$ cat src/rtl/simon_round_sequencer.sv
// simon_round_sequencer: round controller for the Simon-Says game.
// Holds the pattern bank, appends one random colour per round, plays the
// pattern back with timed on/off slots, then judges the player's presses.
// Optional build macro: SIMON_SPEEDUP_EN -- when defined, the per-colour show
// time shrinks by two ticks per pattern element (floored at four ticks).
module simon_round_sequencer #(
    parameter int MAX_LEN       = 16,
    parameter int COLOR_BITS    = 2,
    parameter int TICK_DIV      = 800000,
    parameter int SHOW_TICKS    = 30,
    parameter int GAP_TICKS     = 10,
    parameter int TIMEOUT_TICKS = 250,
    parameter int BUZZ_TICKS    = 60
) (
    input  logic                  clk,
    input  logic                  reset,
    input  logic                  start,
    input  logic [COLOR_BITS-1:0] rnd,
    input  logic                  btn_valid,
    input  logic [COLOR_BITS-1:0] btn_color,
    output logic [COLOR_BITS:0]   disp_color,
    output logic [7:0]            score,
    output logic                  buzzer,
    output logic                  busy,
    output logic                  game_over
);

    localparam int LEN_W   = $clog2(MAX_LEN) + 1;
    localparam int IDX_W   = (MAX_LEN > 1) ? $clog2(MAX_LEN) : 1;
    localparam int DIV_W   = (TICK_DIV > 1) ? $clog2(TICK_DIV) : 1;
    localparam int MAX_T0  = (SHOW_TICKS > GAP_TICKS) ? SHOW_TICKS : GAP_TICKS;
    localparam int MAX_T1  = (TIMEOUT_TICKS > BUZZ_TICKS) ? TIMEOUT_TICKS : BUZZ_TICKS;
    localparam int MAX_T2  = (MAX_T0 > MAX_T1) ? MAX_T0 : MAX_T1;
    localparam int MAX_T   = (MAX_T2 > 4) ? MAX_T2 : 4;
    localparam int TIMER_W = $clog2(MAX_T + 1);
    localparam int MEM_D   = 2 ** IDX_W;

    localparam logic [COLOR_BITS:0] NULL_COLOR = {1'b1, {COLOR_BITS{1'b0}}};
    localparam logic [LEN_W-1:0]    LEN_MAX    = LEN_W'(MAX_LEN);
    localparam logic [DIV_W-1:0]    DIV_LAST   = DIV_W'(TICK_DIV - 1);

    typedef enum logic [2:0] {
        ST_IDLE,
        ST_EXTEND,
        ST_SHOW_ON,
        ST_SHOW_OFF,
        ST_WAIT_IN,
        ST_CHECK,
        ST_FAIL,
        ST_WIN
    } state_t;

    state_t                 state_reg, state_next;
    logic [LEN_W-1:0]       len_reg, len_next;
    logic [IDX_W-1:0]       idx_reg, idx_next;
    logic [7:0]             score_reg, score_next;
    logic                   game_over_reg, game_over_next;
    logic [COLOR_BITS:0]    last_press_reg, last_press_next;

    logic [DIV_W-1:0]       div_reg;
    logic [TIMER_W-1:0]     timer_reg;
    logic                   tick;
    logic                   timer_restart;
    logic                   timer_clr;
    int                     show_ticks_eff;
    logic                   show_done, gap_done, timeout_done, buzz_done;

    logic [COLOR_BITS-1:0]  pattern_mem [MEM_D];
    logic [COLOR_BITS-1:0]  rd_data_reg;
    logic [IDX_W-1:0]       wr_addr;
    logic                   mem_we;
    logic                   idx_last;

    assign tick     = (div_reg == DIV_LAST);
    assign wr_addr  = len_reg[IDX_W-1:0];
    assign idx_last = ((LEN_W'(idx_reg) + LEN_W'(1)) == len_reg);

    // Effective show time for the current round (shrinks with length when speed-up is built in).
    always_comb begin
        show_ticks_eff = SHOW_TICKS;
`ifdef SIMON_SPEEDUP_EN
        if (SHOW_TICKS - 2 * (int'(len_reg) - 1) > 4)
            show_ticks_eff = SHOW_TICKS - 2 * (int'(len_reg) - 1);
        else
            show_ticks_eff = 4;
`endif
    end

    assign show_done    = tick && (timer_reg == TIMER_W'(show_ticks_eff - 1));
    assign gap_done     = tick && (timer_reg == TIMER_W'(GAP_TICKS - 1));
    assign timeout_done = tick && (timer_reg == TIMER_W'(TIMEOUT_TICKS - 1));
    assign buzz_done    = tick && (timer_reg == TIMER_W'(BUZZ_TICKS - 1));

    // The divider restarts together with the timer so every timed state lasts
    // exactly N*TICK_DIV clocks regardless of where the free-running phase was.
    assign timer_clr = (state_next != state_reg) || timer_restart;

    // State and game bookkeeping registers.
    always_ff @(posedge clk) begin
        if (!reset) begin
            state_reg      <= ST_IDLE;
            len_reg        <= '0;
            idx_reg        <= '0;
            score_reg      <= '0;
            game_over_reg  <= 1'b0;
            last_press_reg <= NULL_COLOR;
        end else begin
            state_reg      <= state_next;
            len_reg        <= len_next;
            idx_reg        <= idx_next;
            score_reg      <= score_next;
            game_over_reg  <= game_over_next;
            last_press_reg <= last_press_next;
        end
    end

    // Tick divider and per-state tick timer.
    always_ff @(posedge clk) begin
        if (!reset || timer_clr) begin
            div_reg   <= '0;
            timer_reg <= '0;
        end else if (tick) begin
            div_reg   <= '0;
            timer_reg <= timer_reg + 1'b1;
        end else begin
            div_reg   <= div_reg + 1'b1;
        end
    end

    // Pattern bank with registered read addressed by the next index, so the
    // colour for idx_reg is ready in the same cycle idx_reg takes its value.
    // A write to the address being fetched forwards the new colour.
    always_ff @(posedge clk) begin
        if (mem_we)
            pattern_mem[wr_addr] <= rnd;
        rd_data_reg <= (mem_we && (wr_addr == idx_next)) ? rnd : pattern_mem[idx_next];
    end

    // Next-state, bookkeeping updates and Moore-style outputs.
    always_comb begin
        state_next      = state_reg;
        len_next        = len_reg;
        idx_next        = idx_reg;
        score_next      = score_reg;
        game_over_next  = game_over_reg;
        last_press_next = last_press_reg;
        timer_restart   = 1'b0;
        mem_we          = 1'b0;
        disp_color      = NULL_COLOR;
        buzzer          = 1'b0;
        busy            = (state_reg != ST_IDLE);

        case (state_reg)
            ST_IDLE: begin
                if (start) begin
                    state_next     = ST_EXTEND;
                    score_next     = '0;
                    game_over_next = 1'b0;
                end
            end
            ST_EXTEND: begin
                mem_we     = 1'b1;
                len_next   = len_reg + 1'b1;
                idx_next   = '0;
                state_next = ST_SHOW_ON;
            end
            ST_SHOW_ON: begin
                disp_color = {1'b0, rd_data_reg};
                if (show_done)
                    state_next = ST_SHOW_OFF;
            end
            ST_SHOW_OFF: begin
                if (gap_done) begin
                    if (idx_last) begin
                        idx_next        = '0;
                        last_press_next = NULL_COLOR;
                        state_next      = ST_WAIT_IN;
                    end else begin
                        idx_next   = idx_reg + 1'b1;
                        state_next = ST_SHOW_ON;
                    end
                end
            end
            ST_WAIT_IN: begin
                disp_color = last_press_reg;
                // A press takes priority over a timeout expiring in the same cycle.
                if (btn_valid) begin
                    if (btn_color == rd_data_reg) begin
                        last_press_next = {1'b0, btn_color};
                        if (idx_last) begin
                            state_next = ST_CHECK;
                        end else begin
                            idx_next      = idx_reg + 1'b1;
                            timer_restart = 1'b1;
                        end
                    end else begin
                        state_next = ST_FAIL;
                    end
                end else if (timeout_done) begin
                    state_next = ST_FAIL;
                end
            end
            ST_CHECK: begin
                score_next = (score_reg == 8'hFF) ? score_reg : score_reg + 8'd1;
                if (len_reg == LEN_MAX) begin
                    state_next     = ST_WIN;
                    game_over_next = 1'b1;
                end else begin
                    state_next = ST_EXTEND;
                end
            end
            ST_FAIL: begin
                buzzer = 1'b1;
                if (buzz_done) begin
                    game_over_next = 1'b1;
                    len_next       = '0;
                    state_next     = ST_IDLE;
                end
            end
            ST_WIN: begin
                len_next   = '0;
                state_next = ST_IDLE;
            end
            default: begin
                state_next = ST_IDLE;
            end
        endcase
    end

    assign score     = score_reg;
    assign game_over = game_over_reg;

endmodule
$ cat config.mk
export PLATFORM = sky130hd
export DESIGN_NAME = simon_round_sequencer
export DESIGN_NICKNAME = d
export VERILOG_FILES = /design/src/rtl/simon_round_sequencer.sv
export SDC_FILE = /design/constraint.sdc
export NUM_CORES = 1
export LEC_CHECK = 0
export CORE_MARGIN = 3
export CORE_UTILIZATION = 60
export CTS_CLUSTER_SIZE = 12
export DETAILED_ROUTE_END_ITERATION = 6
export PLACE_DENSITY = 0.9
export SYNTH_ARGS = -nofsm -noshare
export SYNTH_HDL_FRONTEND = slang
export SYNTH_SLANG_ARGS = --single-unit
$ cat constraint.sdc
create_clock -name clk -period 2.8 [get_ports clk]
set_clock_uncertainty 0.15 [all_clocks]
set_input_delay 0.56 -clock clk [delete_from_list [all_inputs] [get_ports clk]]
set_output_delay 0.56 -clock clk [all_outputs]
set_load 0.01 [all_outputs]
# Word level (Yosys, flattened, before mapping)
# Memory sizes are Yosys's and may differ from the RTL's. A register that Yosys moved wholly into a read port is not among the register bits.
# Cells that the tools add are included.
[totals] register_bits=52 ram_bits=32 input_bits=8 word_cells=98 n_memories=1
[mem_list] memory="pattern_mem" words=16 word_bits=2 rd=1 rd_clocked_by_memory_dff=1 wr=1 line="68" source="logic [COLOR_BITS-1:0] pattern_mem [MEM_D];"
[op_classes] addsub=6 eq_ne=25 muxes=40 reduce_logical=18
[ops] cell="two-way mux 3 bit" n=14
[ops] cell="case mux 3 bit (8 select lines)" n=1
[ops] cell="adder 20 x 1 -> 20 bit, second input constant" n=1
[ops] cell="== test 20 bit, second input constant" n=1
[ops] cell="two-way mux 4 bit" n=5
[ops] cell="adder 8 x 1 -> 8 bit, second input constant" n=2
[ops] cell="== test 8 bit, second input constant" n=2
[ops] cell="two-way mux 8 bit" n=2
[ops] cell="inequality test 2 bit, second input constant" n=8
[ops] cell="case mux 8 bit (2 select lines)" n=1
[ops] cell="case mux 5 bit (3 select lines)" n=1
[ops] cell="== test 3 bit, second input constant" n=4
[ops] cell="case mux 3 bit (2 select lines)" n=2
[ops] cell="case mux 4 bit (3 select lines)" n=1
[ops] cell="two-way mux 1 bit" n=11
[ops] cell="nonzero test 3 bit" n=3
[ops] cell="== test 8 x 4 -> 1 bit, second input constant" n=1
[ops] cell="== test 8 x 5 -> 1 bit, second input constant" n=1
[ops] cell="== test 8 x 6 -> 1 bit, second input constant" n=1
[ops] cell="== test 3 x 2 -> 1 bit, second input constant" n=2
[ops] cell="adder 4 x 1 -> 5 bit, second input constant" n=1
[ops] cell="adder 5 x 1 -> 5 bit, second input constant" n=1
[ops] cell="== test 5 bit" n=1
[ops] cell="== test 5 bit, second input constant" n=1
[ops] cell="other kinds (16)" n=21

# Depth between registers and ports, before layout
# Gate-level depths: netlist of run 1.
[depth] depth_word=10 mapped_depth=10

# Least setup slack after synthesis of run 1
# Ideal clock, no wire load.
[synth_timing] path_type="reg-to-reg" from="register idx_reg[0]" to="register idx_reg[3]" t_arrival_ns=2.256 path_slack_ns=0.267 path_stages_with_launch=9 path_buffers=0 synth_period_minus_slack_ns=2.533 path_cell_list="dfxtp_1 -> ha_1 -> and2_1 -> and4b_1 -> o311ai_4 -> inv_1 -> or4_1 -> a31oi_4 -> a211oi_1"
[synth_between] elab_chain_cells=6 elab_cells_between_ends=9
[synth_rtl] item="start, declared" line="55" source="logic [IDX_W-1:0] idx_reg, idx_next;"
[synth_rtl] item="start signal, assigned" line="110" source="idx_reg <= idx_next;"
[synth_rtl] item="adder 4 x 1 -> 5 bit" line="76" source="assign idx_last = ((LEN_W'(idx_reg) + LEN_W'(1)) == len_reg);"
[synth_rtl] item="== test 5 bit" line="76"
[synth_rtl] item="two-way mux 4 bit" line="190" source="if (idx_last) begin"
[synth_rtl] item="two-way mux 4 bit" line="188" source="if (btn_color == rd_data_reg) begin"
[synth_rtl] item="two-way mux 4 bit" line="187" source="if (btn_valid) begin"
[synth_rtl] item="case mux 4 bit (3 select lines) *" line="153" source="case (state_reg)"
# Every way passes the cells marked *; elsewhere a longest branch is shown, timed or not.
# A chain may end at the register's enable or synchronous reset.

==> results.md, run 1 <==
* RePlAce Congestion at 0.923
* Footprint of the multi-input gates at 2270 sq um
* Max Cap Viol at 0
* HPWL Detailed at 7300 um
* Post-Route WL at 10700 um
* Via/cell ratio at 6.17
* Chip Width at 91.7 um
* Achievable Freq at 353 MHz
* Final min period at 2830 ps
* CTS Buffer Depth at 2
* Reg2Reg Setup Slack at 80 ps
* Die area at 8410 sq um
* Crit Reg-Reg Startpoint: idx_reg[1]
* CP max stage delay at 550 ps
* Clock share of power at 0.333
* Status: finished with violations
* DRC Markers at 0
* Max-slew headroom at 0.551
* WP buf/inv at 2
* Initial Util at 0.635
* Vias in the first global route at 3465
* Antenna Cells at 0
* Row count at 30
* I/O Pins at 22
* Post-synth EDFFs at 32
* Crit path setup slack, layout at -30.6 ps
* Crit. End Element: output pin
* Async set-reset flop share out of synthesis at 0
* Cell Int Power at 1.80 mW
* RSZ-0062 raised after global routing: yes
* TNS Setup at -30.6 ps
* Routed Antenna Nets at 0
* Crit path kind: reg -> out
* Synth Flop Type: dfxtp_1
* Initial antenna violation count at 0
* Worst endpoint data arrival time at 2120 ps
* Final cell count without fillers at 578
* Sw Ratio at 0.274
* Synth-to-Final Area Change at 15.7%
* Core ar. at 6940 sq um
* Post-Place Cells at 557
* CTS tree: yes
* CP Cell Sequence: buf_12 -> mux4_2 -> mux2i_2 -> mux2i_1 -> a22oi_1 -> nor2_1 -> buf_2
* GRT Total Usage at 0.257
* Post-Syn Area at 4410 sq um
* Worst setup SP type: register
* Peak VDD IR at 0.264 mV
* TritonCTS Buffers at 9
* Total clock sinks at 88
* Failing checks: setup timing
* Slew @ Worst Pin at 669 ps
* Most common cell after layout, fill and taps aside: nor2_1
* Worst skew pair latency at 360 ps
* Pin count of the biggest net entering global routing at 24
* Syn Inst Count at 436
* Chip Height at 91.7 um
* CP delay by family, top: multiplexers
* Vias at 3568
* Fin util at 0.735
* Synthesis Warnings at 0
* # nets final at 495
* Min-Delay Path Class: reg -> reg
* Share of the yosys chip area belonging to registers at 0.472
* Combinational share of power at 0.112
* Reg power frac at 0.554
* Max FO, Critical Path at 8
* Total congestion overflow at 0
* Layout cells sized above 1 at 0.166
* Clock Pin Slew Worst Setup and Hold Paths at 90 ps
* Mapped Nets at 454
* Area occupied by registers at 2080 sq um
* Root Driver: clkbuf_8
* Mean area per synthesized cell at 10.1 sq um
* FF+latch count, synth at 88
* First-pass GRT wire length at 17000 um
* Period utilisation layout at 1.01
* Slew Limit Fails at 0
* H-tree depth at 3
* LEAKAGE at 1.78 nW
* Fin. Hold Viols at 0
* Hold_buf cts at 0
* Commonest cells after routing, fill and taps aside: 61 x nor2_1, 54 x dfxtp_1, 32 x edfxtp_1
* CP required at 2090 ps
* Number of iterations in the first detailed-routing pass at 6
* IO buf count at 21
* CP max-delay cell: mux4_2
* Routed len/inst at 18.4 um
* Max reg flops at 32
* Final setup violation count at 1
* Hold wc startpoint: div_reg[0]
* Pwr Density at 485 nW/um^2
* Filler cell count at 480
* Initial DRC Count at 318
* Total net switching power at 679 uW
* Synth cell types at 63
## path summary, 6_finish.rpt
| kind | end | cells after the start |
|---|---|---|
| min reg2reg | div_reg[0] | 1 |
| max reg2reg | idx_reg[3] | 8 |
| max | disp_color[0] | 7 |
| min | div_reg[0] | 1 |
## layer usage
| layer | routed length (um) | vias to the layer above | track usage |
|---|---|---|---|
| met5 | 0 | - | 0 |
| met4 | 350 | 0 | 0.114 |
| met3 | 815 | 43 | 0.0599 |
| met2 | 5080 | 184 | 0.411 |
| met1 | 4420 | 1710 | 0.332 |
| li1 | - | 1631 | - |
## synthesized netlist by cell type, types with 3 or more instances
library cell  instances  area share
nor2_1               62       0.053
dfxtp_1              56        0.25
edfxtp_1             32        0.22
nand2_1              30       0.026
xor2_1               26       0.052
nand3_1              21       0.024
and2_1               20       0.028
xnor2_1              17       0.034
inv_1                15       0.013
nor3_1               12       0.014
nand4_1              11       0.016
clkbuf_1             10      0.0085
ha_1                 10       0.028
a21oi_1               9       0.010
and3_1                8       0.011
mux4_2                8       0.041
nand2b_1              7      0.0099
o21ai_0               6      0.0068
mux2i_1               5       0.011
o211ai_1              5      0.0085
a211oi_1              4      0.0068
a22oi_1               3      0.0051
buf_2                 3      0.0034
nor4_1                3      0.0043
## area by class of cell
type                            instances  share of cell area
Inverter                               15              0.0110
Clock inverter                          6              0.0103
Timing Repair Buffer                   45              0.0770
Sequential cell                        88               0.409
Tap cell                               96              0.0235
Multi-Input combinational cell        318               0.444
Clock buffer                           10              0.0250
## metrics by stage
stage / setup WS [ps] / power (mW) / hold slack (ps) / area (sq um)
final: -30.6 / 2.47 / 315 / 5100
after global routing: -127 / 2.57 / 358 / 5100
after CTS: 19.5 / 2.48 / 317 / 5030
after detailed placement: 7.43 / 1.66 / 297 / 4810
after global placement: 87.7 / 1.66 / 294 / 4810
after floorplan: 267 / 1.55 / 280 / 4410
## worst register-to-register path: stages (launching register included)
cell      delay [ps]
dfxtp_1          350
ha_1             250
and2_1           250
and4b_1          260
o311ai_4         310
inv_1            160
or4_4            600
a31oi_4          210
a211oi_2          60
## cells by family (layout without fill, tap and decap cells)
family                   after synthesis  after routing  share of synthesized area
flip-flops                            88             88                      0.472
AND/OR/NAND/NOR                      199            199                      0.232
buffers and inverters                 30             76                     0.0307
multiplexers                          17             17                     0.0636
AO/OA/AOI/OAI                         49             49                     0.0880
adder cells (fa/ha/maj)               10             10                     0.0284
XOR/XNOR                              43             43                     0.0854
## repair_timing
item	in CTS	in global routing
resized for setup	11	15
setup buffers	4	2
pin swaps	0	11
endpoints found under the setup margin	3	16
## power by group through the flow
stage / clock network, mW / registers (mW) / logic, mW
2_1_floorplan: 0 / 1.39 / 0.164
3_3_place_gp: 0 / 1.40 / 0.257
3_5_place_dp: 0 / 1.40 / 0.265
4_1_cts: 0.837 / 1.37 / 0.269
5_1_grt: 0.893 / 1.37 / 0.305
6_report: 0.824 / 1.37 / 0.278
No activity file was read; power rests on OpenSTA's default activity.
==> run 2, diff against run 1 <==
--- a/config.mk
+++ b/config.mk
@@ -10,6 +10,7 @@
 export CTS_CLUSTER_SIZE = 12
 export DETAILED_ROUTE_END_ITERATION = 6
 export PLACE_DENSITY = 0.9
+export SLEW_MARGIN = 20
 export SYNTH_ARGS = -nofsm -noshare
 export SYNTH_HDL_FRONTEND = slang
 export SYNTH_SLANG_ARGS = --single-unit
==> results of run 2 <==
No change in the layout: final DEF, timing and power equal those of run 1.
